`src/rtl/fetch_sequencer_pkg.sv`:
```
// fetch_pkg: shared types and constants for the instruction fetch sequencer.
package fetch_pkg;

    typedef enum logic [1:0] {
        M_IDLE,
        M_REQ,
        M_WAIT,
        M_FAULT
    } mem_state_t;

    localparam int unsigned PC_INCR          = 4;
    localparam logic [31:0] DEFAULT_RESET_PC = 32'h0000_0000;

endpackage

```
`src/rtl/fetch_sequencer_if.sv`:
```
// fetch_sequencer_if: instruction memory req/gnt/rvalid bus.
// master = fetch side (drives req/addr), slave = memory side.
interface fetch_sequencer_if #(
    parameter int unsigned PC_WIDTH   = 32,
    parameter int unsigned DATA_WIDTH = 32
);
    logic                  req;
    logic [PC_WIDTH-1:0]   addr;
    logic                  gnt;
    logic                  rvalid;
    logic [DATA_WIDTH-1:0] rdata;

    modport master (output req, output addr, input gnt, input rvalid, input rdata);
    modport slave  (input req, input addr, output gnt, output rvalid, output rdata);
endinterface

```
`src/rtl/fetch_sequencer_pc_next.sv`:
```
// pc_next: combinational next-fetch-address selection.
// Flush target beats branch target beats sequential PC+4.
// Without FETCH_ALIGN_CHECK_EN the low two address bits are forced to zero.
module pc_next
    import fetch_pkg::*;
#(
    parameter int unsigned PC_WIDTH = 32
) (
    input  logic [PC_WIDTH-1:0] instr_pc,
    input  logic [PC_WIDTH-1:0] imm_op,
    input  logic                pc_src,
    input  logic                flush,
    input  logic [PC_WIDTH-1:0] flush_pc,
    output logic [PC_WIDTH-1:0] addr,
    output logic                misaligned
);
    logic [PC_WIDTH-1:0] raw;

    // Select target; additions wrap modulo 2^PC_WIDTH.
    always_comb begin
        raw = instr_pc + PC_WIDTH'(PC_INCR);
        if (flush) begin
            raw = flush_pc;
        end else if (pc_src) begin
            raw = instr_pc + imm_op;
        end
        misaligned = |raw[1:0];
`ifdef FETCH_ALIGN_CHECK_EN
        addr = raw;
`else
        addr = {raw[PC_WIDTH-1:2], 2'b00};
`endif
    end
endmodule

```
`src/rtl/fetch_sequencer.sv`:
```
// fetch_sequencer: owns the PC, issues one instruction-memory request at a
// time and presents each fetched word to decode via valid/ready.
// Optional: FETCH_ALIGN_CHECK_EN adds fetch_fault and the M_FAULT lockout.
module fetch_sequencer
    import fetch_pkg::*;
#(
    parameter int unsigned         PC_WIDTH   = 32,
    parameter int unsigned         DATA_WIDTH = 32,
    parameter logic [PC_WIDTH-1:0] RESET_PC   = PC_WIDTH'(DEFAULT_RESET_PC)
) (
    input  logic                  clk,
    input  logic                  rst,
    fetch_sequencer_if.master     imem,
    output logic                  instr_valid,
    input  logic                  instr_ready,
    output logic [DATA_WIDTH-1:0] instr,
    output logic [PC_WIDTH-1:0]   instr_pc,
    input  logic                  pc_src,
    input  logic [PC_WIDTH-1:0]   imm_op,
    input  logic                  flush,
    input  logic [PC_WIDTH-1:0]   flush_pc,
    input  logic                  halt
`ifdef FETCH_ALIGN_CHECK_EN
    ,
    output logic                  fetch_fault
`endif
);
`ifdef FETCH_ALIGN_CHECK_EN
    localparam bit ALIGN_CHECK = 1'b1;
`else
    localparam bit ALIGN_CHECK = 1'b0;
`endif

    mem_state_t          state;
    logic                squash;
    logic [PC_WIDTH-1:0] next_pc;
    logic [PC_WIDTH-1:0] tgt_addr;
    logic                tgt_misaligned;
    logic                accept;
    logic                fault_hit;

    assign accept    = instr_valid & instr_ready;
    // Without the check the target is already aligned, so this is constant 0.
    assign fault_hit = ALIGN_CHECK && tgt_misaligned;

    pc_next #(
        .PC_WIDTH (PC_WIDTH)
    ) u_pc_next (
        .instr_pc   (instr_pc),
        .imm_op     (imm_op),
        .pc_src     (pc_src),
        .flush      (flush),
        .flush_pc   (flush_pc),
        .addr       (tgt_addr),
        .misaligned (tgt_misaligned)
    );

    // Memory FSM plus registered request and decode-side outputs.
    always_ff @(posedge clk) begin
        if (rst) begin
            state       <= M_IDLE;
            squash      <= 1'b0;
            next_pc     <= RESET_PC;
            imem.req    <= 1'b0;
            imem.addr   <= RESET_PC;
            instr_valid <= 1'b0;
            instr       <= '0;
            instr_pc    <= '0;
        end else if (flush) begin
            instr_valid <= 1'b0;
            next_pc     <= tgt_addr;
            if (fault_hit) begin
                state    <= M_FAULT;
                imem.req <= 1'b0;
                squash   <= 1'b0;
            end else begin
                case (state)
                    M_REQ: begin
                        imem.req <= 1'b0;
                        if (imem.gnt) begin
                            state  <= M_WAIT;
                            squash <= 1'b1;
                        end else begin
                            state <= M_IDLE;
                        end
                    end
                    M_WAIT: begin
                        if (imem.rvalid) begin
                            state  <= M_IDLE;
                            squash <= 1'b0;
                        end else begin
                            squash <= 1'b1;
                        end
                    end
                    M_FAULT: state <= M_IDLE;
                    default: ;
                endcase
            end
        end else begin
            if (accept) begin
                instr_valid <= 1'b0;
                next_pc     <= tgt_addr;
            end
            case (state)
                M_IDLE: begin
                    if (accept && fault_hit) begin
                        state <= M_FAULT;
                    end else if (!halt && (!instr_valid || accept)) begin
                        imem.req  <= 1'b1;
                        imem.addr <= accept ? tgt_addr : next_pc;
                        state     <= M_REQ;
                    end
                end
                M_REQ: begin
                    if (imem.gnt) begin
                        imem.req <= 1'b0;
                        state    <= M_WAIT;
                    end
                end
                M_WAIT: begin
                    if (imem.rvalid) begin
                        if (squash) begin
                            squash <= 1'b0;
                        end else begin
                            instr       <= imem.rdata;
                            instr_pc    <= imem.addr;
                            instr_valid <= 1'b1;
                        end
                        state <= M_IDLE;
                    end
                end
                default: ;
            endcase
        end
    end

`ifdef FETCH_ALIGN_CHECK_EN
    assign fetch_fault = (state == M_FAULT);
`endif

endmodule

```
`src/flat_wrapper.sv`:
```
// flat-port wrapper written by rule: the top's interface ports become plain ports
module fetch_sequencer_flat import fetch_pkg::*;
#(
    parameter int unsigned         PC_WIDTH   = 32,
    parameter int unsigned         DATA_WIDTH = 32,
    parameter logic [PC_WIDTH-1:0] RESET_PC   = PC_WIDTH'(DEFAULT_RESET_PC)
)
  (clk, rst, instr_valid, instr_ready, instr, instr_pc, pc_src, imm_op, flush, flush_pc, halt, imem_req, imem_addr, imem_gnt, imem_rvalid, imem_rdata);
  fetch_sequencer_if #(.PC_WIDTH(PC_WIDTH), .DATA_WIDTH(DATA_WIDTH)) imem_i ();
  input  logic clk;
  input  logic rst;
  output logic instr_valid;
  input  logic instr_ready;
  output logic [DATA_WIDTH-1:0] instr;
  output logic [PC_WIDTH-1:0] instr_pc;
  input  logic pc_src;
  input  logic [PC_WIDTH-1:0] imm_op;
  input  logic flush;
  input  logic [PC_WIDTH-1:0] flush_pc;
  input  logic halt;
  output wire logic [$bits(imem_i.req)-1:0] imem_req;
  output wire logic [$bits(imem_i.addr)-1:0] imem_addr;
  input wire logic [$bits(imem_i.gnt)-1:0] imem_gnt;
  input wire logic [$bits(imem_i.rvalid)-1:0] imem_rvalid;
  input wire logic [$bits(imem_i.rdata)-1:0] imem_rdata;
  assign imem_req = imem_i.req;
  assign imem_addr = imem_i.addr;
  assign imem_i.gnt = imem_gnt;
  assign imem_i.rvalid = imem_rvalid;
  assign imem_i.rdata = imem_rdata;
  fetch_sequencer #(.PC_WIDTH(PC_WIDTH), .DATA_WIDTH(DATA_WIDTH), .RESET_PC(RESET_PC)) u_core (.clk(clk), .rst(rst), .imem(imem_i), .instr_valid(instr_valid), .instr_ready(instr_ready), .instr(instr), .instr_pc(instr_pc), .pc_src(pc_src), .imm_op(imm_op), .flush(flush), .flush_pc(flush_pc), .halt(halt));
endmodule
```
`config.mk`:
```
export PLATFORM = sky130hd
export DESIGN_NAME = fetch_sequencer_flat
export DESIGN_NICKNAME = d
export VERILOG_FILES = /design/src/rtl/fetch_sequencer_pkg.sv /design/src/rtl/fetch_sequencer_if.sv /design/src/rtl/fetch_sequencer_pc_next.sv /design/src/rtl/fetch_sequencer.sv /design/src/flat_wrapper.sv
export SDC_FILE = /design/constraint.sdc
export NUM_CORES = 1
export LEC_CHECK = 0
export CAP_MARGIN = 20
export CELL_PAD_IN_SITES_DETAIL_PLACEMENT = 1
export CELL_PAD_IN_SITES_GLOBAL_PLACEMENT = 2
export CORE_MARGIN = 4
export CORE_UTILIZATION = 29
export CTS_CLUSTER_SIZE = 16
export DETAILED_ROUTE_END_ITERATION = 10
export PLACE_DENSITY = 0.92
export SYNTH_ARGS = -nofsm -noshare
export SYNTH_HDL_FRONTEND = slang
export SYNTH_SLANG_ARGS = --single-unit
```
`constraint.sdc`:
```
create_clock -name clk -period 6 [get_ports clk]
set_clock_uncertainty 0.1 [all_clocks]
set_input_delay 1.2 -clock clk [delete_from_list [all_inputs] [get_ports clk]]
set_output_delay 1.2 -clock clk [all_outputs]
set_load 0.1 [all_outputs]
```
After elaboration in Yosys (flattened, before gate mapping):

Cells that the tools add are included.

* bits of input ports: 104
* bits in registers: 133
* output and inout port bits: 98

* reductions and logical operators: 16
* muxes and demuxes: 26
* bitwise operators: 3
* add/sub/neg operators: 2
* equality and inequality tests: 8

Operator list (count)
* two-way mux 32 bit: 4
* adder 32 x 3 -> 32 bit, second input constant: 1
* adder 32 bit: 1
* AND reduction 4 bit: 4
* two-way mux 1 bit: 13
* case mux 2 bit (3 select lines): 2
* two-way mux 2 bit: 5
* nonzero test 2 bit: 4
* inequality test 3 bit, second input constant: 2
* == test 2 bit, second input constant: 2
* inequality test 4 x 1 -> 1 bit, second input constant: 1
* case mux 1 bit (2 select lines): 2
* nonzero test 4 bit: 1
* inequality test 3 x 2 -> 1 bit, second input constant: 1
* AND reduction 3 bit: 1
* == test 2 x 1 -> 1 bit, second input constant: 1
* zero test 1 bit: 2
* zero test 2 bit: 1
* inequality test 2 x 1 -> 1 bit, second input constant: 1
* inverter 1 bit: 2
* OR reduction 2 bit: 1
* bitwise AND 1 bit: 1
* logical AND 1 bit: 1
* logical OR 1 bit: 1

Longest topological paths before layout:

Gate-level depths: netlist (run 1).

* depth after elaboration: 6
* gate-level depth with buffers: 11

Hierarchy:

Synthesis (run 1) repeated with hierarchy kept, for this count alone.

* cells, all modules: 1070
* area, all modules: 8165.3 µm²

Modules (own cells, without submodules)
* fetch_sequencer: sequential area each 2662.6 µm², cells an instance 650, instances 1, area each 5425.2 µm²
* pc_next: sequential area each 0.0 µm², cells an instance 420, instances 1, area each 2740.1 µm²

Worst setup path before layout (run 1):

OpenSTA, ideal clock, no wires.

* path kind: input port to flip-flop
* start point: in imm_op[7]
* end point: reg u_core.imem.addr[25]
* data arrival time: 3285 ps
* stages on the path: 10
* path slack: 2473 ps
* library setup time: 142 ps
* cells stage by stage: ha_1 > a21oi_1 > o21ai_2 > o311ai_4 > a21oi_4 > and2_4 > o211ai_2 > or4b_1 > o2111ai_1 > a311oi_1

* word-level cells in the longest chain between the ends: 4

RTL lines
* start, declared: RTL line flat_wrapper.sv:17 `input logic [PC_WIDTH-1:0] imm_op;`
* adder 32 bit: RTL line fetch_sequencer_pc_next.sv:25 `raw = instr_pc + imm_op;`
* two-way mux 32 bit: RTL line fetch_sequencer_pc_next.sv:24 `end else if (pc_src) begin`
* two-way mux 32 bit: RTL line fetch_sequencer_pc_next.sv:22 `if (flush) begin`
* two-way mux 32 bit
* end signal, assigned: RTL line fetch_sequencer.sv:110 `imem.addr <= accept ? tgt_addr : next_pc;`
* end, declared: RTL line fetch_sequencer_if.sv:13 `modport master (output req, output addr, input gnt, input rvalid, input rdata);`

Every way passes these cells.
A chain may end at the register's enable or synchronous reset.

Worst setup path after layout (run 1):

* start point: in imm_op[1]
* end point: reg u_core.next_pc[30]

* word-level cells in the longest chain between the ends: 5

RTL lines
* adder 32 bit *: RTL line fetch_sequencer_pc_next.sv:25
* two-way mux 32 bit *: RTL line fetch_sequencer_pc_next.sv:24
* two-way mux 32 bit *: RTL line fetch_sequencer_pc_next.sv:22
* two-way mux 32 bit: RTL line fetch_sequencer.sv:100 `if (accept) begin`
* two-way mux 32 bit *: RTL line fetch_sequencer.sv:69 `end else if (flush) begin`
* end signal, assigned: RTL line fetch_sequencer.sv:71 `next_pc <= tgt_addr;`
* end signal, assigned: RTL line fetch_sequencer.sv:102 `next_pc <= tgt_addr;`
* end, declared: RTL line fetch_sequencer.sv:36 `logic [PC_WIDTH-1:0] next_pc;`

Every way passes the cells marked *; elsewhere a longest branch is shown, timed or not.

==> results of run 1 <==
layer usage:
layer | vias up | wire (um) | GRT usage
li1 | 3877 | - | -
met1 | 3829 | 13000 | 0.256
met2 | 185 | 13600 | 0.327
met3 | 23 | 2090 | 0.0603
met4 | 6 | 312 | 0.0441
met5 | - | 60 | 0
power groups by stage:
stage | clock [W] | combinational [W] | sequential, W
final | 0.00120 | 0.000376 | 0.000931
after global placement | 0 | 0.000371 | 0.000948
after global routing | 0.00126 | 0.000404 | 0.000934
after CTS | 0.00122 | 0.000379 | 0.000931
after detailed placement | 0 | 0.000377 | 0.000950
after floorplan | 0 | 0.000137 | 0.00104
synthesized netlist by cell type, types with 13 or more instances:
cell                       instances  area (um2)
sky130_fd_sc_hd__xor2_1           23         201
sky130_fd_sc_hd__and3_1           13        81.3
sky130_fd_sc_hd__a211oi_1         13        97.6
sky130_fd_sc_hd__dfxtp_1         133        2660
sky130_fd_sc_hd__ha_1             35         438
sky130_fd_sc_hd__a21oi_1         133         666
sky130_fd_sc_hd__nand3_1          27         135
sky130_fd_sc_hd__nor2_1           83         312
sky130_fd_sc_hd__a31oi_1          15        93.8
sky130_fd_sc_hd__nand2_1         217         815
sky130_fd_sc_hd__inv_1            17        63.8
sky130_fd_sc_hd__clkbuf_1         52         195
sky130_fd_sc_hd__o21ai_0          34         170
sky130_fd_sc_hd__xnor2_1          25         219
sky130_fd_sc_hd__nor3_1           20         100
worst min-delay path by stage:
stage | from | end | slack (ns) | cells past startpoint
2_1_floorplan | u_core.next_pc[0]$_SDFF_PP0_ | u_core.imem.addr[0]$_SDFFE_PP0P_ | 0.34 | 2
3_3_place_gp | u_core.instr[22]$_SDFFE_PP0P_ | u_core.instr[22]$_SDFFE_PP0P_ | 0.34 | 2
3_5_place_dp | u_core.instr[6]$_SDFFE_PP0P_ | u_core.instr[6]$_SDFFE_PP0P_ | 0.35 | 2
4_1_cts | u_core.instr[18]$_SDFFE_PP0P_ | u_core.instr[18]$_SDFFE_PP0P_ | 0.36 | 2
5_1_grt | u_core.instr[14]$_SDFFE_PP0P_ | u_core.instr[14]$_SDFFE_PP0P_ | 0.37 | 2
6_report | u_core.instr[6]$_SDFFE_PP0P_ | u_core.instr[6]$_SDFFE_PP0P_ | 0.35 | 2
tightest hold or removal path: stages (launching register included):
cell and delay, ns:
sky130_fd_sc_hd__dfxtp_1 0.30, sky130_fd_sc_hd__nand2_1 0.05, sky130_fd_sc_hd__a21oi_1 0.05
per-stage QoR:
step / util / hold slack, ns / total power, W
after global placement: 0.387 / 0.341 / 0.00132
after detailed placement: 0.387 / 0.349 / 0.00133
after floorplan: - / 0.339 / 0.00117
after global routing: 0.414 / 0.373 / 0.00260
after CTS: 0.413 / 0.356 / 0.00253
final: 0.414 / 0.353 / 0.00250
cell families after synthesis:
logic type | Yosys count | synth area share
xor+xnor | 48 | 0.0556
fa+ha+maj | 35 | 0.0579
compound gates | 288 | 0.249
simple gates | 412 | 0.241
mux | 5 | 0.00661
buf+inv | 76 | 0.0380
flops | 133 | 0.352
cells in the final DEF, fill, tap and decap left out, drive strengths merged, types with 21 or more instances in the layout:
| master | instances |
|---|---|
| nand2 | 217 |
| a21oi | 138 |
| clkdlybuf4s50 | 196 |
| dfxtp | 133 |
| nor2 | 83 |
| nor3 | 21 |
| xor2 | 23 |
| ha | 35 |
| o21ai | 41 |
| nand3 | 27 |
| clkbuf | 21 |
| xnor2 | 25 |
state kept, by name (all words and copies together), names as in the netlist:
name                flops
u_core.instr           32
u_core.instr_valid      1
u_core.imem.addr       32
u_core.state            2
u_core.next_pc         32
u_core.squash           1
u_core.imem.req         1
u_core.instr_pc        32
area by class of cell:
type,instances,share of cell area
Multi-Input combinational cell,788,0.440
Sequential cell,133,0.253
Timing Repair Buffer,209,0.196
Clock buffer,21,0.0457
Tap cell,330,0.0393
Clock inverter,11,0.0186
Inverter,18,0.00643
Antenna cell,1,0.000238
==> summary.log, run 1 <==
qor: route.dr_vias 7920
qor: timing.setup_viol_count_final 0
qor: timing.setup_slack 1.91 ns
qor: clock_network.cts_tree yes
qor: yosys.postSynthCellCount 997
qor: timing.rsz0062_at_grt false
qor: worst_setup_path.crit_path_cell_trace clkdlybuf4s50_1 > ha_1 > a31oi_4 > a22oi_2 > a41oi_1 > nand2_1 > a41oi_2 > a211oi_1 > or3_1 > a31oi_1 > o221ai_1
qor: timing.max_slew_margin 0.267
qor: clock_network.clkSlewWorstSetupHoldPaths 0.06 ns
qor: timing.hold_viol 0
qor: layout.num-nets-final 1306
qor: route.detail_route.iter0.violations 341
qor: power.power_switching_share 0.269
qor: power.static-leakage-power 3.81 nW
qor: yosys.synth-seq-area-share 0.352
qor: floorplan.ios 202
qor: route.wl_per_cell 19.3 um
qor: worst_setup_path.reg2reg_depth 10
qor: route.wirelength 29.1 mm
qor: layout.syn2layout_area_growth 38.8%
qor: clock_network.cts.sink_count 133
qor: floorplan.die_x 170 um
qor: worst_setup_path.worst-endpoint-required 6.17 ns
qor: yosys.post_synth_instance_area 7570 um2
qor: power.pwr-share-comb 0.150
qor: worst_setup_path.cp.arrival 4.27 ns
qor: clock_network.cts_repair_resize_count 0
qor: worst_hold_path.holdCritPathClass reg2reg
qor: placed_design.place_hpwl 21.1 mm
qor: worst_setup_path.path_buf_inv 1
qor: placed_design.routability_driven_placement_congestion_ratio 0.859
qor: worst_setup_path.worstSetupEndpointType register
qor: floorplan.initial_utilization 0.298
qor: global_routing.grt_first_pass_wirelength 45.2 mm
qor: worst_setup_path.timing.critical_path.from imm_op[1]
qor: layout.multiInputGateArea 4630 um2
qor: worst_setup_path.criticalPathCategory in2reg
qor: global_routing.antenna_found_initial 3
qor: power.cell_internal_pwr 0.00183 W
qor: global_routing.grt.total_usage 0.198
qor: yosys.postSynth.asyncResetShare 0
qor: yosys.synth_nets 1136
qor: floorplan.floorplan.core_area 25400 um2
qor: yosys.ys_ff_latch 133
qor: power.powerDensity 238 nW/um2
qor: timing.finalCritPeriodShare 0.682
qor: timing.totalNegativeSetupSlack 0 ns
qor: layout.final_cells 1511
qor: worst_setup_path.cp_slowest_cell sky130_fd_sc_hd__clkdlybuf4s50_1
qor: placed_design.placed_area 9820 um2
qor: layout.regArea 2660 um2
qor: timing.max_freq 244 MHz
qor: worst_setup_path.wp_depth 11
qor: route.detailedRoute.firstPassIterationCount 5
qor: floorplan.dieHeight 170 um
qor: clock_network.cts_setup_buffers 0
qor: worst_setup_path.critical_path.endpoint u_core.next_pc[30]$_SDFF_PP0_
qor: placed_design.input_output_buffers 199
qor: route.remaining_drc_errors 0
qor: timing.timing.final.max_slew_violations 0
qor: clock_network.insertion_delay 0.41 ns
qor: status.outcome finished clean
qor: clock_network.postCtsHoldBufs 0
qor: power.power.clock.fraction 0.478
qor: job.cap_viol_max_count 0
qor: timing.worst-slew-pin-transition 1.10 ns
qor: yosys.ys_warn_count 0
qor: timing.min_period 4.09 ns
qor: worst_setup_path.critical_path.startpoint_type input port
qor: worst_setup_path.regToRegSetupSlack 2.66 ns
qor: placed_design.detailedPlace.worstSlack 1.48 ns
qor: route.drtAntennaViolNets 0
qor: worst_setup_path.critPathMaxFanout 4
qor: worst_setup_path.r2r-start u_core.instr_pc[7]$_SDFFE_PP0P_
qor: global_routing.grt_start_max_net_pins 88
qor: route.route.detailed.vias_per_inst 5.24
qor: yosys.synth.distinct_cells 75
qor: layout.fraction_of_final_layout_cells_sized_beyond_drive_strength_1 0.0610
qor: power.worst_ir_drop_vdd 0.000178 V
qor: clock_network.clk_path_buf_depth 2
qor: yosys.syn_avg_cell_area 7.59 um2
qor: yosys.synth-edff-count 0
qor: global_routing.first_global_vias 8065
qor: power.p_sw 0.000672 W
qor: global_routing.global_route.overflow_total 0
qor: clock_network.ctsRootBufferMaster sky130_fd_sc_hd__clkbuf_16
qor: worst_setup_path.worst_path_dominant_cell_family compound AO/OA/AOI/OAI gates
qor: yosys.dominantRegCellSynth sky130_fd_sc_hd__dfxtp_1
qor: clock_network.h-tree-depth 4
qor: power.seq_power_share 0.372
qor: layout.postLayoutCellArea 10500 um2
qor: floorplan.std_cell_rows 58
qor: floorplan.die-area 28700 um2
qor: placed_design.dp.cells 1477
qor: worst_setup_path.worstReg2RegEnd u_core.imem.addr[25]$_SDFFE_PP0P_
qor: worst_setup_path.worst_path_largest_cell_delay 0.40 ns
qor: layout.fillerInstances 3086
qor: clock_network.clock_buffers_created_by_tritoncts 17
Note: power is estimated with default switching activity, not from simulation.
==> run 2, diff against run 1 <==
Settings changed: CORE_UTILIZATION 29 to 25, PLACE_DENSITY 0.92 to 0.85.
Clock period 6 ns to 3.55 ns, I/O delays scaled along.
==> run 2 against run 1 <==
Sequential cell count stayed put. First-iteration DRC count rose by 42%. Non-clock buffer count grew 86. Design area increased by 4.3%. Worst setup slack lost 1.8 ns. Critical path depth is the same. Final cell count rose by 9.6%. Global-route usage down 1.7 points. Register-to-register slack lost 2.2 ns. Sequential share of layout area shrank 1.1 points. Largest cell class unchanged. Highest routed layer unchanged.
==> summary.log, run 2 (synthesis gave the netlist of run 1 again) <==
qor: floorplan.initial_utilization 0.255
qor: clock_network.cts_tree yes
qor: route.detailedRoute.firstPassIterationCount 5
qor: status.outcome finished clean
qor: power.seq_power_share 0.395
qor: timing.max_slew_margin 0.320
qor: clock_network.clkSlewWorstSetupHoldPaths 0.06 ns
qor: timing.min_period 3.42 ns
qor: route.drtAntennaViolNets 0
qor: clock_network.clock_buffers_created_by_tritoncts 17
qor: job.cap_viol_max_count 0
qor: power.pwr-share-comb 0.168
qor: power.power.clock.fraction 0.437
qor: clock_network.clk_path_buf_depth 2
qor: worst_setup_path.worst-endpoint-required 3.73 ns
qor: worst_setup_path.critical_path.startpoint_type input port
qor: worst_setup_path.cp.arrival 3.59 ns
qor: floorplan.std_cell_rows 63
qor: route.route.detailed.vias_per_inst 5.00
qor: layout.fraction_of_final_layout_cells_sized_beyond_drive_strength_1 0.186
qor: clock_network.ctsRootBufferMaster sky130_fd_sc_hd__clkbuf_16
qor: timing.worst-slew-pin-transition 1.02 ns
qor: timing.finalCritPeriodShare 0.963
qor: global_routing.antenna_found_initial 5
qor: power.p_sw 0.00121 W
qor: layout.final_cells 1656
qor: placed_design.place_hpwl 23.4 mm
qor: route.detail_route.iter0.violations 484
qor: worst_setup_path.critPathMaxFanout 4
qor: power.worst_ir_drop_vdd 0.000314 V
qor: timing.setup_slack 0.133 ns
qor: floorplan.floorplan.core_area 29700 um2
qor: timing.max_freq 293 MHz
qor: route.remaining_drc_errors 0
qor: placed_design.detailedPlace.worstSlack -0.390 ns
qor: global_routing.grt_first_pass_wirelength 47.7 mm
qor: global_routing.grt.total_usage 0.181
qor: layout.num-nets-final 1392
qor: timing.rsz0062_at_grt false
qor: worst_setup_path.worstSetupEndpointType register
qor: worst_hold_path.holdCritPathClass reg2reg
qor: layout.fillerInstances 3577
qor: layout.antennaDiodeCount 0
qor: worst_setup_path.criticalPathCategory in2reg
qor: global_routing.global_route.overflow_total 0
qor: route.wl_per_cell 18.7 um
qor: layout.post-route-util 0.369
qor: timing.setup_viol_count_final 0
qor: route.wirelength 31.0 mm
qor: global_routing.first_global_vias 8411
qor: clock_network.cts.sink_count 133
qor: floorplan.die_x 182 um
qor: power.powerDensity 363 nW/um2
qor: clock_network.cts_setup_buffers 0
qor: power.power_switching_share 0.304
qor: timing.timing.final.max_slew_violations 0
qor: timing.totalNegativeSetupSlack 0 ns
qor: power.static-leakage-power 4.31 nW
qor: floorplan.ios 202
qor: placed_design.dp.cells 1624
qor: floorplan.dieHeight 182 um
qor: timing.hold_viol 0
qor: floorplan.die-area 33100 um2
qor: layout.regArea 2660 um2
qor: placed_design.input_output_buffers 199
qor: clock_network.h-tree-depth 4
qor: clock_network.postCtsHoldBufs 0
qor: clock_network.insertion_delay 0.42 ns
qor: layout.syn2layout_area_growth 44.9%
qor: layout.multiInputGateArea 4650 um2
qor: global_routing.grt_start_max_net_pins 88
qor: route.dr_vias 8273
qor: layout.most-common-layout-cells sky130_fd_sc_hd__nand2_1, sky130_fd_sc_hd__buf_4, sky130_fd_sc_hd__dfxtp_1, sky130_fd_sc_hd__a21oi_1, sky130_fd_sc_hd__clkdlybuf4s50_1
qor: power.design_power_total 0.00398 W
qor: power.cell_internal_pwr 0.00277 W
qor: placed_design.routability_driven_placement_congestion_ratio 0.830
qor: layout.most_common_library_cell_in_the_layout_ignoring_fill_and_taps sky130_fd_sc_hd__nand2_1
-- run 2: changes by cell type in the layout (fill, tap and decap cells not counted), moves of 3 or more --
cell	previous run	this run
sky130_fd_sc_hd__inv_6	1	4
sky130_fd_sc_hd__bufinv_16	5	1
sky130_fd_sc_hd__clkinvlp_4	0	4
sky130_fd_sc_hd__buf_4	10	169
sky130_fd_sc_hd__clkbuf_8	4	0
sky130_fd_sc_hd__clkdlybuf4s50_1	196	124
-- run 2: final timing paths --
path / startpoint / to / slack [ns] / depth (start not counted)
worst max register to register: u_core.instr_pc[1]$_SDFFE_PP0P_ / u_core.imem.addr[25]$_SDFFE_PP0P_ / 0.48 / 10
worst max-delay path: imm_op[1] / u_core.imem.addr[25]$_SDFFE_PP0P_ / 0.13 / 11
worst min-delay path: u_core.instr[14]$_SDFFE_PP0P_ / u_core.instr[14]$_SDFFE_PP0P_ / 0.36 / 2
worst min register to register: u_core.instr[14]$_SDFFE_PP0P_ / u_core.instr[14]$_SDFFE_PP0P_ / 0.36 / 2
-- run 2: through the flow --
stage               instance area (um2)  hold slack [ns]
floorplan                          7570            0.339
global placement                  10400            0.341
detailed placement                10400            0.349
CTS                               10900            0.359
global route                      11000            0.377
finish                            11000            0.356
-- run 2: timing repair --
action / in CTS / in global routing
hold endpoints to repair: 0 / 0
resized for setup: 0 / 6
setup endpoints to repair: 0 / 3
-- run 2: worst max-delay path: stages --
cell	delay, ns
sky130_fd_sc_hd__clkdlybuf4s50_1	0.40
sky130_fd_sc_hd__ha_1	0.31
sky130_fd_sc_hd__a31oi_4	0.31
sky130_fd_sc_hd__a221oi_4	0.15
sky130_fd_sc_hd__o311ai_4	0.38
sky130_fd_sc_hd__a21oi_4	0.13
sky130_fd_sc_hd__and2_4	0.19
sky130_fd_sc_hd__o211ai_2	0.16
sky130_fd_sc_hd__or4b_1	0.46
sky130_fd_sc_hd__o2111ai_1	0.22
sky130_fd_sc_hd__a311oi_1	0.16
-- run 2: power groups by stage --
stage	Sequential [W]	Clock [W]	Combinational (W)
after floorplan	0.00175	0	0.000232
after global placement	0.00160	0	0.000657
after detailed placement	0.00160	0	0.000668
after CTS	0.00157	0.00179	0.000671
after global routing	0.00158	0.00186	0.000717
final	0.00157	0.00174	0.000668
-- run 2: metal layers --
layer	vias to the layer above	track usage	routed length, um
met5	-	0	71
met4	10	0.0444	546
met3	39	0.0539	2050
met2	202	0.289	13900
met1	3981	0.241	14400
li1	4041	-	-
-- run 2: layout make-up --
class | count | share of cell area
multi-input combinational | 788 | 0.424
clock inverter | 15 | 0.0134
timing repair buffer | 295 | 0.230
clock buffer | 17 | 0.0388
tap | 390 | 0.0445
sequential | 133 | 0.243
inverter | 18 | 0.00616
